## config.mk

```make
export PLATFORM = sky130hd
export DESIGN_NAME = calc_req_scheduler_flat
export DESIGN_NICKNAME = d
export VERILOG_FILES = /design/src/rtl/calc_req_scheduler_if.sv /design/src/rtl/calc_req_scheduler.sv /design/src/flat_wrapper.sv
export SDC_FILE = /design/constraint.sdc
export NUM_CORES = 1
export LEC_CHECK = 0
export ABC_AREA = 1
export CORE_AREA = 2 2 279 281
export DETAILED_ROUTE_END_ITERATION = 6
export DIE_AREA = 0 0 281 283
export HOLD_SLACK_MARGIN = 0.15
export PLACE_DENSITY_LB_ADDON = 0.25
export SYNTH_ARGS = -nofsm -noshare
export SYNTH_HDL_FRONTEND = slang
export SYNTH_SLANG_ARGS = --single-unit
```

## constraint.sdc

```tcl
create_clock -name clk -period 6.7 [get_ports clk]
set_input_delay 1.34 -clock clk [delete_from_list [all_inputs] [get_ports clk]]
set_output_delay 1.34 -clock clk [all_outputs]
set_load 0.05 [all_outputs]
```

## src/rtl/calc_req_scheduler_if.sv

```systemverilog
// calc_req_scheduler_if: response channel of the shared calc datapath.
// Valid/ready handshake carrying the requester id and the signed result.
interface calc_req_scheduler_if #(
    parameter int WIDTH = 32,
    parameter int IDW   = 2
);
    logic             resp_valid;
    logic             resp_ready;
    logic [IDW-1:0]   resp_id;
    logic [WIDTH-1:0] resp_data;

    modport master (
        output resp_valid,
        output resp_id,
        output resp_data,
        input  resp_ready
    );

    modport slave (
        input  resp_valid,
        input  resp_id,
        input  resp_data,
        output resp_ready
    );
endinterface

```

## src/rtl/calc_req_scheduler.sv

```systemverilog
// calc_req_scheduler: round-robin sharing of a fixed-latency datapath.
// Define CALC_SCHED_STATS_EN to add the stall_cnt / issue_cnt outputs.
module calc_req_scheduler #(
    parameter int WIDTH      = 32,
    parameter int NUM_REQ    = 4,
    parameter int LATENCY    = 3,
    parameter int FIFO_DEPTH = 8
) (
    input  logic                     clk,
    input  logic                     rst_n,
    input  logic [NUM_REQ-1:0]       req_valid,
    output logic [NUM_REQ-1:0]       req_ready,
    input  logic [NUM_REQ*WIDTH-1:0] req_a,
    input  logic [NUM_REQ*WIDTH-1:0] req_b,
    input  logic [NUM_REQ*WIDTH-1:0] req_c,
    input  logic [NUM_REQ*WIDTH-1:0] req_d,
    output logic                     dp_valid,
    output logic [WIDTH-1:0]         dp_a,
    output logic [WIDTH-1:0]         dp_b,
    output logic [WIDTH-1:0]         dp_c,
    output logic [WIDTH-1:0]         dp_d,
    input  logic [WIDTH-1:0]         dp_q,
    calc_req_scheduler_if.master     resp
`ifdef CALC_SCHED_STATS_EN
    ,
    output logic [15:0]              stall_cnt,
    output logic [15:0]              issue_cnt
`endif
);
    localparam int IDW = (NUM_REQ > 1) ? $clog2(NUM_REQ) : 1;
    localparam int PW  = $clog2(FIFO_DEPTH);
    localparam int CW  = PW + 1;
    localparam logic [NUM_REQ-1:0] ONE_HOT0 = NUM_REQ'(1);

    logic [IDW-1:0]   rr_ptr;
    logic [IDW-1:0]   grant_idx;
    logic             grant_found;
    logic             can_issue;
    logic             xfer;
    int               scan;

    logic [IDW-1:0]   dp_id;
    logic [LATENCY-1:0] tag_v;
    logic [IDW-1:0]   tag_id [LATENCY];

    logic [CW-1:0]    in_flight;
    logic [CW-1:0]    fifo_count;
    logic [CW:0]      credit_used;
    logic [PW-1:0]    wr_ptr;
    logic [PW-1:0]    rd_ptr;
    logic [WIDTH-1:0] mem_data [FIFO_DEPTH];
    logic [IDW-1:0]   mem_id   [FIFO_DEPTH];
    logic             push;
    logic             pop;

    // The issue register holds the youngest tag, so it counts as in flight.
    always_comb begin
        in_flight = CW'(dp_valid);
        for (int i = 0; i < LATENCY; i++) begin
            in_flight = in_flight + CW'(tag_v[i]);
        end
    end

    assign credit_used = {1'b0, in_flight} + {1'b0, fifo_count};
    assign can_issue   = credit_used < (CW+1)'(FIFO_DEPTH);

    always_comb begin
        grant_found = 1'b0;
        grant_idx   = '0;
        scan        = 0;
        for (int k = 0; k < NUM_REQ; k++) begin
            scan = int'(rr_ptr) + k;
            if (scan >= NUM_REQ) begin
                scan = scan - NUM_REQ;
            end
            if (!grant_found && req_valid[scan]) begin
                grant_found = 1'b1;
                grant_idx   = IDW'(scan);
            end
        end
    end

    assign xfer      = grant_found && can_issue && rst_n;
    assign req_ready = xfer ? (ONE_HOT0 << grant_idx) : '0;

    always_ff @(posedge clk) begin
        if (!rst_n) begin
            rr_ptr   <= '0;
            dp_valid <= 1'b0;
            dp_id    <= '0;
            dp_a     <= '0;
            dp_b     <= '0;
            dp_c     <= '0;
            dp_d     <= '0;
        end else begin
            dp_valid <= xfer;
            if (xfer) begin
                dp_id <= grant_idx;
                dp_a  <= req_a[int'(grant_idx)*WIDTH +: WIDTH];
                dp_b  <= req_b[int'(grant_idx)*WIDTH +: WIDTH];
                dp_c  <= req_c[int'(grant_idx)*WIDTH +: WIDTH];
                dp_d  <= req_d[int'(grant_idx)*WIDTH +: WIDTH];
                rr_ptr <= (grant_idx == IDW'(NUM_REQ-1)) ?
                          '0 : grant_idx + 1'b1;
            end
        end
    end

    // Tail of the tag pipe lines up with dp_q of the same issue.
    always_ff @(posedge clk) begin
        if (!rst_n) begin
            tag_v <= '0;
        end else begin
            tag_v[0] <= dp_valid;
            for (int i = 1; i < LATENCY; i++) begin
                tag_v[i] <= tag_v[i-1];
            end
        end
    end

    always_ff @(posedge clk) begin
        tag_id[0] <= dp_id;
        for (int i = 1; i < LATENCY; i++) begin
            tag_id[i] <= tag_id[i-1];
        end
    end

    assign push = tag_v[LATENCY-1];
    assign pop  = resp.resp_valid && resp.resp_ready;

    always_ff @(posedge clk) begin
        if (!rst_n) begin
            wr_ptr     <= '0;
            rd_ptr     <= '0;
            fifo_count <= '0;
        end else begin
            if (push) begin
                wr_ptr <= wr_ptr + 1'b1;
            end
            if (pop) begin
                rd_ptr <= rd_ptr + 1'b1;
            end
            case ({push, pop})
                2'b10:   fifo_count <= fifo_count + 1'b1;
                2'b01:   fifo_count <= fifo_count - 1'b1;
                default: fifo_count <= fifo_count;
            endcase
        end
    end

    always_ff @(posedge clk) begin
        if (push) begin
            mem_data[wr_ptr] <= dp_q;
            mem_id[wr_ptr]   <= tag_id[LATENCY-1];
        end
    end

    assign resp.resp_valid = (fifo_count != '0);
    assign resp.resp_id    = resp.resp_valid ? mem_id[rd_ptr]   : '0;
    assign resp.resp_data  = resp.resp_valid ? mem_data[rd_ptr] : '0;

    overflow_chk: assert property (@(posedge clk) disable iff (!rst_n)
        !(push && !pop && fifo_count == CW'(FIFO_DEPTH)));

`ifdef CALC_SCHED_STATS_EN
    always_ff @(posedge clk) begin
        if (!rst_n) begin
            stall_cnt <= '0;
            issue_cnt <= '0;
        end else begin
            if (|req_valid && !can_issue && stall_cnt != 16'hFFFF) begin
                stall_cnt <= stall_cnt + 16'd1;
            end
            if (xfer) begin
                issue_cnt <= issue_cnt + 16'd1;
            end
        end
    end
`endif

endmodule
```

## src/flat_wrapper.sv

```systemverilog
// flat-port wrapper written by rule: the top's interface ports become plain ports
module calc_req_scheduler_flat 
#(
    parameter int WIDTH      = 32,
    parameter int NUM_REQ    = 4,
    parameter int LATENCY    = 3,
    parameter int FIFO_DEPTH = 8
)
  (clk, rst_n, req_valid, req_ready, req_a, req_b, req_c, req_d, dp_valid, dp_a, dp_b, dp_c, dp_d, dp_q, resp_resp_valid, resp_resp_id, resp_resp_data, resp_resp_ready);
  calc_req_scheduler_if #(.WIDTH(WIDTH)) resp_i ();
  input  logic clk;
  input  logic rst_n;
  input  logic [NUM_REQ-1:0] req_valid;
  output logic [NUM_REQ-1:0] req_ready;
  input  logic [NUM_REQ*WIDTH-1:0] req_a;
  input  logic [NUM_REQ*WIDTH-1:0] req_b;
  input  logic [NUM_REQ*WIDTH-1:0] req_c;
  input  logic [NUM_REQ*WIDTH-1:0] req_d;
  output logic dp_valid;
  output logic [WIDTH-1:0] dp_a;
  output logic [WIDTH-1:0] dp_b;
  output logic [WIDTH-1:0] dp_c;
  output logic [WIDTH-1:0] dp_d;
  input  logic [WIDTH-1:0] dp_q;
  output wire logic [$bits(resp_i.resp_valid)-1:0] resp_resp_valid;
  output wire logic [$bits(resp_i.resp_id)-1:0] resp_resp_id;
  output wire logic [$bits(resp_i.resp_data)-1:0] resp_resp_data;
  input wire logic [$bits(resp_i.resp_ready)-1:0] resp_resp_ready;
  assign resp_resp_valid = resp_i.resp_valid;
  assign resp_resp_id = resp_i.resp_id;
  assign resp_resp_data = resp_i.resp_data;
  assign resp_i.resp_ready = resp_resp_ready;
  calc_req_scheduler #(.WIDTH(WIDTH), .NUM_REQ(NUM_REQ), .LATENCY(LATENCY), .FIFO_DEPTH(FIFO_DEPTH)) u_core (.clk(clk), .rst_n(rst_n), .req_valid(req_valid), .req_ready(req_ready), .req_a(req_a), .req_b(req_b), .req_c(req_c), .req_d(req_d), .dp_valid(dp_valid), .dp_a(dp_a), .dp_b(dp_b), .dp_c(dp_c), .dp_d(dp_d), .dp_q(dp_q), .resp(resp_i));
endmodule
```

[Word-level counts from Yosys, hierarchy flattened]
Memory sizes are Yosys's and may differ from the RTL's. A register that Yosys moved wholly into a read port is not among the register bits.
Cells that the tools add are included.
Widths: inputs -> output; s select.
Word-level totals
  memories kept: 3
  register bits after elaboration: 146
  input bits: 551
  bits in writable memories: 278
  output and inout port bits: 168
Memory list
  u_core.mem_data: depth 8, width 32, read ports 1, clocked after memory_dff 1, wr ports 1, RTL line calc_req_scheduler.sv:51  | logic [WIDTH-1:0] mem_data [FIFO_DEPTH];
  u_core.mem_id: depth 8, width 2, read ports 1, clocked after memory_dff 1, wr ports 1, RTL line calc_req_scheduler.sv:52  | logic [IDW-1:0] mem_id [FIFO_DEPTH];
  u_core.tag_id: depth 3, width 2, read ports 3, clocked after memory_dff 0, wr ports 3, RTL line calc_req_scheduler.sv:44  | logic [IDW-1:0] tag_id [LATENCY];
Cells by class
  $lt $le $gt $ge: 9
  reduce and logical (&&, ||, !) cells: 11
  muxes and demuxes: 35
  add/subtract/negate cells: 16
  shift-type cells: 5
  eq/ne operators: 3
Operators with widths (number)
  $shiftx 128x8->32: 4
  $mux 32: 5
  $lt 32x4->1 const B: 4
  $ge 32x4->1 const B: 3
  $sub 32x4->32 const B: 3
  $mux 1: 14
  $mux 2: 6
  $mux 3: 4
  $add 4x1->4: 2
  $bmux 1 s2: 4
  $pmux 4 s2: 1
  $add 2x2->3 const B: 2
  $add 3x1->3 const B: 2
  $logic_and 1x1->1: 6
  $add 4x4->5: 1
  $lt 5x4->1 const B: 1
  $add 4x1->4 const B: 1
  $eq 2x2->1 const B: 2
  $mux 4: 1
  $reduce_bool 4->1: 1
  $shl 1x2->4 const A: 1
  $sub 2x3->4 const B: 1
  $sub 4x1->4 const B: 1
  $add 2x1->3 const B: 1
  6 further kinds: 8

[Depth between registers and ports, before layout]
Gate-level depths: netlist of the first run.
  depth in word-level cells: 18
  depth in mapped cells: 17

[Least setup slack after synthesis of the first run]
No wires, ideal clock.
  kind: input to output
  start point: in req_valid[3]
  end point: out req_ready[3]
  arrival: 3.347 ns
  cell stages on the path: 14
  slack: 2.013 ns
  required time: 5.360 ns
  path through: inv_1 -> nand2_1 -> nand3_1 -> nand2_2 -> nor2_4 -> nand3_2 -> nand2_2 -> nand2_2 -> inv_2 -> buf_6 -> buf_4 -> ha_1 -> inv_1 -> nor2_1
Between the ends
  elaborated cells on any way between the ends: 30
  those cells by class: shift: 1; mux: 21; reduce/logical: 8
RTL lines
  start, declared: RTL line flat_wrapper.sv:13  | input logic [NUM_REQ-1:0] req_valid;
  $bmux 1 s2: RTL line calc_req_scheduler.sv:76  | if (!grant_found && req_valid[scan]) begin
  $mux 1 (implied by the code) (2 in a row): RTL line calc_req_scheduler.sv:76
  $mux 1: RTL line calc_req_scheduler.sv:76
  $logic_not 1->1: RTL line calc_req_scheduler.sv:76
  $logic_and 1x1->1: RTL line calc_req_scheduler.sv:76
  $mux 1: RTL line calc_req_scheduler.sv:76
  $logic_not 1->1: RTL line calc_req_scheduler.sv:76
  $logic_and 1x1->1: RTL line calc_req_scheduler.sv:76
  $mux 1: RTL line calc_req_scheduler.sv:76
  $logic_not 1->1: RTL line calc_req_scheduler.sv:76
  $logic_and 1x1->1: RTL line calc_req_scheduler.sv:76
  $mux 2 (*): RTL line calc_req_scheduler.sv:76
  named net u_core.grant_idx[0]: RTL line calc_req_scheduler.sv:36  | logic [IDW-1:0] grant_idx;
  $shl 1x2->4 (*): RTL line calc_req_scheduler.sv:84  | assign req_ready = xfer ? (ONE_HOT0 << grant_idx) : '0;
  $mux 4 (*): RTL line calc_req_scheduler.sv:84
  end, declared: RTL line flat_wrapper.sv:14  | output logic [NUM_REQ-1:0] req_ready;
Mark *: on every way through the listed nets, which the timed path passes. The rest lies on a longest branch. The select of a mux whose other input is x is not followed.

[Worst setup path in the final report of the first run]
  start point: in req_valid[2]
  end point: out req_ready[2]
Between the ends
  word-level cells in the longest chain between the ends: 16
  elaborated cells on any way between the ends: 30
  those cells by class: shift: 1; mux: 21; reduce/logical: 8
RTL lines
  $bmux 1 s2: RTL line calc_req_scheduler.sv:76
  $mux 1 (implied by the code) (2 in a row): RTL line calc_req_scheduler.sv:76
  $mux 1: RTL line calc_req_scheduler.sv:76
  $logic_not 1->1: RTL line calc_req_scheduler.sv:76
  $logic_and 1x1->1: RTL line calc_req_scheduler.sv:76
  $mux 1: RTL line calc_req_scheduler.sv:76
  $logic_not 1->1: RTL line calc_req_scheduler.sv:76
  $logic_and 1x1->1: RTL line calc_req_scheduler.sv:76
  $mux 1: RTL line calc_req_scheduler.sv:76
  $logic_not 1->1: RTL line calc_req_scheduler.sv:76
  $logic_and 1x1->1: RTL line calc_req_scheduler.sv:76
  $mux 1: RTL line calc_req_scheduler.sv:76
  $logic_and 1x1->1 (2 in a row): RTL line calc_req_scheduler.sv:83  | assign xfer = grant_found && can_issue && rst_n;
  $mux 4 (*): RTL line calc_req_scheduler.sv:84
Mark *: on every way between the ends. The rest lies on a longest branch, timed or not. The select of a mux whose other input is x is not followed.

==> summary.md, run 1 <==
| Metric | Value |
|---|---|
| Number of flip-flops and latches in the synthesized netlist | `427` |
| Leakage | `0.0126 uW` |
| Row count | `102` |
| Drc violations | `0` |
| Net switching share of the total power | `49.5%` |
| Fin. max-slew vios | `0` |
| Status | `complete, no violations` |
| Gate Count Post-Synth | `2,759` |
| Ordered cell list for the critical path | `clkdlybuf4s50_1, inv_1, nand2_1, nand2_1, nand2_1, nand2_1, a21oi_1, nand2_4, nand2_8, ha_1, inv_1, nor2_1, clkdlybuf4s50_1` |
| Final estimated routing congestion in global placement | `0.985` |
| Distinct cell type count of the synthesized netlist | `33` |
| H-Tree Level Count | `2` |
| Wire length of the first global-routing pass | `131 mm` |
| Critical path launch point type | `input pin` |
| Post-CTS setup-driven buffer insertion count | `0` |
| Clock latency of the later-clocked register in the worst-skew pair | `0.61 ns` |
| Placed Instances | `4,374` |
| Total power divided by cell area | `466 nW/um2` |
| Layout Skew | `0.0233 ns` |
| Maximum buffer depth of the clock tree | `3` |
| PnR Total Power | `14,500 uW` |
| Final core utilization | `40.6%` |
| CP dominant cell by count | `sky130_fd_sc_hd__nand2_1` |
| Clock sink count | `427` |
| Total number of vias | `20,611` |
| Main synth FF type | `sky130_fd_sc_hd__edfxtp_1` |
| Synth Net Count | `3,325` |
| CP max FO | `22` |
| Final count of hold timing violations | `0` |
| Die extent in y | `283 um` |
| Max_slew headroom | `30.6%` |
| Startpoint-to-endpoint class of the critical path | `in -> out` |
| Switch Pwr | `7200 uW` |
| Minimum hold slack | `0.320 ns` |
| Achievable Freq | `184 MHz` |
| Fin crit share | `81.1%` |
| Half-perimeter wire length after detailed placement | `64.8 mm` |
| Ys Warns | `0` |
| Post-synthesis sequential area ratio | `52.9%` |
| Die Area | `79,500 um2` |
| Final setup violating endpoints | `0` |
| Ratio of routed vias to standard cells | `4.60` |
| Cell with the largest stage delay on the worst path | `sky130_fd_sc_hd__clkdlybuf4s50_1` |
| Setup tns final | `0 ns` |
| Data required time at the worst endpoint | `5.36 ns` |
| Worst-margin pin slew | `1.04 ns` |
| Aggregate routed wire length | `90.6 mm` |
| Sequential fraction of design power | `23.4%` |
| Worst min-delay path class | `reg -> reg` |
| Unrepaired setup endpoints after global routing | `false` |
| Number of global-route vias before repair | `19,609` |
| Residual overflow from global routing | `0` |
| Residual antenna-violating net count after detailed routing | `0` |
| Internal power | `7330 uW` |
| Crit path max-delay family | `buffers and inverters` |
| Input/output buffers | `718` |
| Routed length per instance | `20.2 um` |
| Min Tclk post-route | `5.44 ns` |
| Largest stage delay on the critical path | `0.82 ns` |
| Total core area | `76,700 um2` |
| TritonRoute pass-1 iters | `6` |
| Synthesized area | `21,300 um2` |
| Number of max-cap violations | `0` |
| Relative contribution of the clock network to total power | `19.5%` |
| Fraction of layout cells with a size suffix above 1 | `4.35%` |
| Mapped Avg Cell Area | `7.72 um2` |
| Initial antenna violation count | `16` |
| Worst Path Buf+Inv | `4` |
| FFs w/ async S/R, synth | `0%` |
| Effective utilization at floorplan | `27.8%` |
| Ports placed on the boundary | `719` |
| Tot GR Track Use | `22.2%` |
| Layout overhead on the synthesized area | `46.3%` |
| Clock slew at the register clock pins of the worst setup and hold paths | `0.06 ns` |
| Count of flip-flops with a built-in enable after synthesis | `272` |
| Number of resized instances in the post-cts repair step | `0` |
| Non-filler instance count after layout | `4,477` |
| Combinational group share of total power | `57.1%` |
| TritonCTS clock tree | `built` |
| Crit path capture type | `output pin` |
| VDD IR-drop max | `0.432 mV` |
| Number of DRC markers after the initial detailed-route iteration | `1,399` |
| Maximum number of pins on one net before global-route repair | `186` |
| CTS buffer count | `51` |
| Root Driver | `sky130_fd_sc_hd__clkbuf_16` |
| Chip Width | `281 um` |
| Total number of nets in the final design | `3,953` |
| # hold bufs at CTS | `0` |
| Data arrival time of the critical path | `4.10 ns` |
## Yosys cell counts, drive strengths merged (34+ instances only)
| cell | count | area (um2) |
|---|---|---|
| a21oi | 72 | 364 |
| o21ai | 181 | 906 |
| dfxtp | 155 | 3100 |
| nor2 | 684 | 2580 |
| buf | 88 | 478 |
| nand3 | 183 | 926 |
| a31oi | 35 | 219 |
| clkbuf | 89 | 334 |
| nand3b | 49 | 368 |
| edfxtp | 272 | 8170 |
| nand2 | 690 | 2600 |
| inv | 201 | 754 |
| o22ai | 34 | 213 |
## through the flow
stage	setup WS, ns	cell area, um2
6_report	1.26	31200
5_1_grt	1.05	31200
4_1_cts	1.14	31100
3_5_place_dp	1.29	29400
3_3_place_gp	1.26	29400
2_1_floorplan	2.01	21300
## state kept, by name, summed over array words and instances, names as in the netlist, named ones only
| signal | cells |
|---|---|
| u_core.tag_id | 6 |
| u_core.fifo_count | 4 |
| u_core.dp_b | 32 |
| u_core.tag_v | 3 |
| u_core.rd_ptr | 3 |
| u_core.mem_data | 256 |
| u_core.dp_a | 32 |
| u_core.wr_ptr | 3 |
| u_core.mem_id | 16 |
| u_core.dp_valid | 1 |
| u_core.dp_id | 2 |
| u_core.dp_c | 32 |
| u_core.rr_ptr | 2 |
| u_core.dp_d | 32 |
## placed cells by master (no fill, tap or decap), drive strengths merged
cell / n
a21oi: 72
fa: 2
nand2: 690
dfxtp: 155
a21o: 1
nand3b: 49
buf: 36
o21ai: 181
clkinv: 22
o22ai: 34
nand4: 1
or2: 1
clkdlybuf4s50: 716
ha: 13
xnor2: 2
bufinv: 6
edfxtp: 272
nor2: 684
inv: 206
a31oi: 35
nand3: 183
clkbuf: 58
diode: 9
xor2: 1
nor3: 1
a211oi: 1
clkinvlp: 5
nor4: 1
## logic make-up after synthesis
kind of cell               count (synthesis)  share of synthesized area (%)
and+or+nand+nor                         1610                           30.6
DFF                                      427                           52.9
buffers and inverters                    380                           7.39
AOI/OAI and AO/OA                        324                           8.06
adders and majority gates                 15                          0.952
xor gates and xnor gates                   3                          0.123
## worst reg2reg max path, delay by kind of cell, from the launching register on
family | cells | cell delay [ns]
AOI/OAI and AO/OA | 4 | 1.41
adders and majority gates | 4 | 1.15
buffers and inverters | 4 | 0.79
DFF | 1 | 0.33
and+or+nand+nor | 3 | 0.34
## path summary, 6_finish.rpt
kind	start	end	slack (ns)	cells past startpoint
max reg2reg	u_core.dp_valid$_SDFF_PN0_	u_core.dp_c[1]$_SDFFE_PN0P_	2.54	15
min reg2reg	u_core.tag_id[0][0]$_DFF_P_	u_core.tag_id[0][2]$_DFF_P_	0.32	0
min	u_core.tag_id[0][0]$_DFF_P_	u_core.tag_id[0][2]$_DFF_P_	0.32	0
max	req_valid[2]	req_ready[2]	1.26	13
## area by class of cell
| type | instances | area, um2 |
|---|---|---|
| Antenna cell | 9 | 22.5 |
| Clock buffer | 58 | 1320 |
| Clock inverter | 36 | 395 |
| Fill cell | 7899 | 45500 |
| Inverter | 203 | 773 |
| Multi-Input combinational cell | 1952 | 8550 |
| Sequential cell | 427 | 11300 |
| Tap cell | 1040 | 1300 |
| Timing Repair Buffer | 752 | 7510 |
## routing by layer
metal | track usage [%] | routed length (um)
met1 | 27.4 | 36900
met2 | 39.4 | 45900
met3 | 4.75 | 5700
met4 | 5.08 | 2050
met5 | 0 | 20
## power by group through the flow
stage / Clock [uW] / Combinational, uW / Sequential, uW
6_report: 2830 / 8290 / 3400
4_1_cts: 2910 / 8370 / 3410
5_1_grt: 3010 / 9040 / 3440
3_3_place_gp: 0 / 8350 / 3450
2_1_floorplan: 0 / 4610 / 4280
3_5_place_dp: 0 / 8330 / 3450
No activity file was read; power rests on OpenSTA's default activity.
==> run 2, diff against run 1 <==
==> constraint.sdc (replaced) <==
create_clock -name clk -period 4.4 [get_ports clk]
set_input_delay 0.88 -clock clk [delete_from_list [all_inputs] [get_ports clk]]
set_output_delay 0.88 -clock clk [all_outputs]
set_load 0.05 [all_outputs]
==> run 2 against run 1 <==
  * Worst hold slack improved by 0.0064 ns
  * Clock power up 51%
  * Core utilization is 0.30 points higher
  * Combinational power is 54% higher
  * Register-to-register slack worse by 1.7 ns
  * Routed wire length rose by 1.6%
  * Total power grew 53%
  * Final area up 0.74%
  * Final cell count up 0.45%
  * Via count increased by 0.26%
  * Non-clock buffer count grew 14
  * Largest cell class unchanged
  * Largest power group unchanged
  * Highest routed layer unchanged
==> summary.md, run 2 (same netlist as run 1, synthesis figures left out) <==
| Metric | Value |
|---|---|
| Status | `complete, no violations` |
| Residual antenna-violating net count after detailed routing | `0` |
| Data arrival time of the critical path | `3.31 ns` |
| Critical path launch point type | `register` |
| Placement-stage worst setup slack | `0.513 ns` |
| Register containing the most flip-flops in the final layout | `u_core.mem_data` |
| Max_slew headroom | `27.2%` |
| H-Tree Level Count | `2` |
| Final estimated routing congestion in global placement | `0.926` |
| Total power divided by cell area | `710 nW/um2` |
| TritonRoute pass-1 iters | `5` |
| Data required time at the worst endpoint | `3.52 ns` |
| Total number of nets in the final design | `3,966` |
| Crit path capture type | `output pin` |
| Unrepaired setup endpoints after global routing | `false` |
| Post-route cell area | `31,400 um2` |
| CTS buffer count | `50` |
| Leakage | `0.0127 uW` |
| Maximum number of pins on one net before global-route repair | `179` |
| Clock sink count | `427` |
| Chip Width | `281 um` |
| Total core area | `76,700 um2` |
| Fillcell total | `7,813` |
| Drc violations | `0` |
| Routed length per instance | `20.5 um` |
| Initial antenna violation count | `28` |
| Fin. max-slew vios | `0` |
| Effective utilization at floorplan | `27.8%` |
| # hold bufs at CTS | `0` |
| Max reg flops | `256` |
| Placed Instances | `4,388` |
| Final setup violating endpoints | `0` |
| Tot GR Track Use | `22.5%` |
| Number of max-cap violations | `0` |
| Fin crit share | `95.2%` |
| Input/output buffers | `718` |
| Ratio of routed vias to standard cells | `4.60` |
| Residual overflow from global routing | `0` |
| Maximum buffer depth of the clock tree | `3` |
| Most frequent standard cell in the layout excluding fill and tap cells | `sky130_fd_sc_hd__clkdlybuf4s50_1` |
| Achievable Freq | `239 MHz` |
| Final count of hold timing violations | `0` |
| Worst-margin pin slew | `1.09 ns` |
| Clock latency of the later-clocked register in the worst-skew pair | `0.61 ns` |
| Non-filler instance count after layout | `4,497` |
| TritonCTS clock tree | `built` |
| PnR Total Power | `22,300 uW` |
| Ports placed on the boundary | `719` |
| Fraction of layout cells with a size suffix above 1 | `4.74%` |
| Commonest cells after routing, fill and taps aside | `sky130_fd_sc_hd__clkdlybuf4s50_1, sky130_fd_sc_hd__nand2_1, sky130_fd_sc_hd__nor2_1` |
| Worst min-delay path class | `reg -> reg` |
| Layout overhead on the synthesized area | `47.4%` |
| Aggregate routed wire length | `92.0 mm` |
| Startpoint-to-endpoint class of the critical path | `reg -> out` |
| Post-CTS setup-driven buffer insertion count | `0` |
| Setup tns final | `0 ns` |
| Min Tclk post-route | `4.19 ns` |
| Die Area | `79,500 um2` |
| Wire length of the first global-routing pass | `133 mm` |
| VDD IR-drop max | `0.777 mV` |
| Total number of vias | `20,664` |
| Clock slew at the register clock pins of the worst setup and hold paths | `0.06 ns` |
| Root Driver | `sky130_fd_sc_hd__clkbuf_16` |
| Worst-case setup margin in the final layout | `0.211 ns` |
| Row count | `102` |
| Number of DRC markers after the initial detailed-route iteration | `1,528` |
| CP max FO | `20` |
| Half-perimeter wire length after detailed placement | `66.3 mm` |
| Die extent in y | `283 um` |
| Post-DP Area | `29,700 um2` |
| Number of global-route vias before repair | `19,636` |
| Layout Skew | `0.0401 ns` |
## run 2: changes by cell type in the layout (fill, tap and decap cells not counted), sizes merged
cell	previous run	this run
inv	206	203
clkinvlp	5	0
clkdlybuf4s50	716	711
buf	36	55
clkinv	22	29
diode	9	17
clkbuf	58	57
## run 2: timing repair
action / 4_1_cts / 5_1_grt
endpoints found under the hold margin: 0 / 0
endpoints found under the setup margin: 1 / 0
resized for setup: 1 / 0
## run 2: final cells by class
type                            instances  area (um2)  area share [%]
Antenna cell                           17        42.5           0.136
Timing Repair Buffer                  766        7750            24.7
Clock buffer                           57        1300            4.13
Multi-Input combinational cell       1952        8560            27.3
Sequential cell                       427       11300            35.9
Inverter                              203         773            2.46
Tap cell                             1040        1300            4.15
Clock inverter                         35         383            1.22
## run 2: worst paths after layout
kind	startpoint	endpoint	slack, ns	depth (start not counted)
max	u_core.dp_valid$_SDFF_PN0_	req_ready[3]	0.21	11
min	u_core.tag_id[0][0]$_DFF_P_	u_core.tag_id[0][2]$_DFF_P_	0.33	0
max reg2reg	u_core.dp_valid$_SDFF_PN0_	u_core.dp_a[30]$_SDFFE_PN0P_	0.89	15
min reg2reg	u_core.tag_id[0][0]$_DFF_P_	u_core.tag_id[0][2]$_DFF_P_	0.33	0
## run 2: per-stage QoR
stage / hold slack, ns / utilization [%]
finish: 0.326 / 40.9
global route: 0.328 / 40.9
CTS: 0.327 / 40.9
detailed placement: 0.312 / 38.7
global placement: 0.311 / 38.7
floorplan: 0.310 / -
## run 2: critical path, cell delays in order (launching register included)
cell and delay [ns]:
sky130_fd_sc_hd__dfxtp_1 0.33, sky130_fd_sc_hd__ha_1 0.28, sky130_fd_sc_hd__inv_1 0.04, sky130_fd_sc_hd__fa_1 0.35, sky130_fd_sc_hd__inv_1 0.06, sky130_fd_sc_hd__ha_1 0.23
sky130_fd_sc_hd__ha_1 0.27, sky130_fd_sc_hd__a21o_1 0.17, sky130_fd_sc_hd__a21oi_1 0.23, sky130_fd_sc_hd__nand2_4 0.25, sky130_fd_sc_hd__nor2_1 0.30, sky130_fd_sc_hd__buf_12 0.18
## run 2: power breakdown
part	total [uW]	internal (uW)	switching, uW
Sequential	5180	4800	375
Clock	4270	2480	1780
Combinational	12800	3990	8850
Total	22300	11300	11000
## run 2: per-layer routing
layer	wire length, um	track usage [%]	vias to the layer above	part of all wire [%]
met5	10	0	-	0.011
met4	2460	6.47	2	2.7
met3	6200	4.91	129	6.7
met2	46000	39.2	653	50
met1	37300	27.7	9677	41
li1	-	-	10203	-
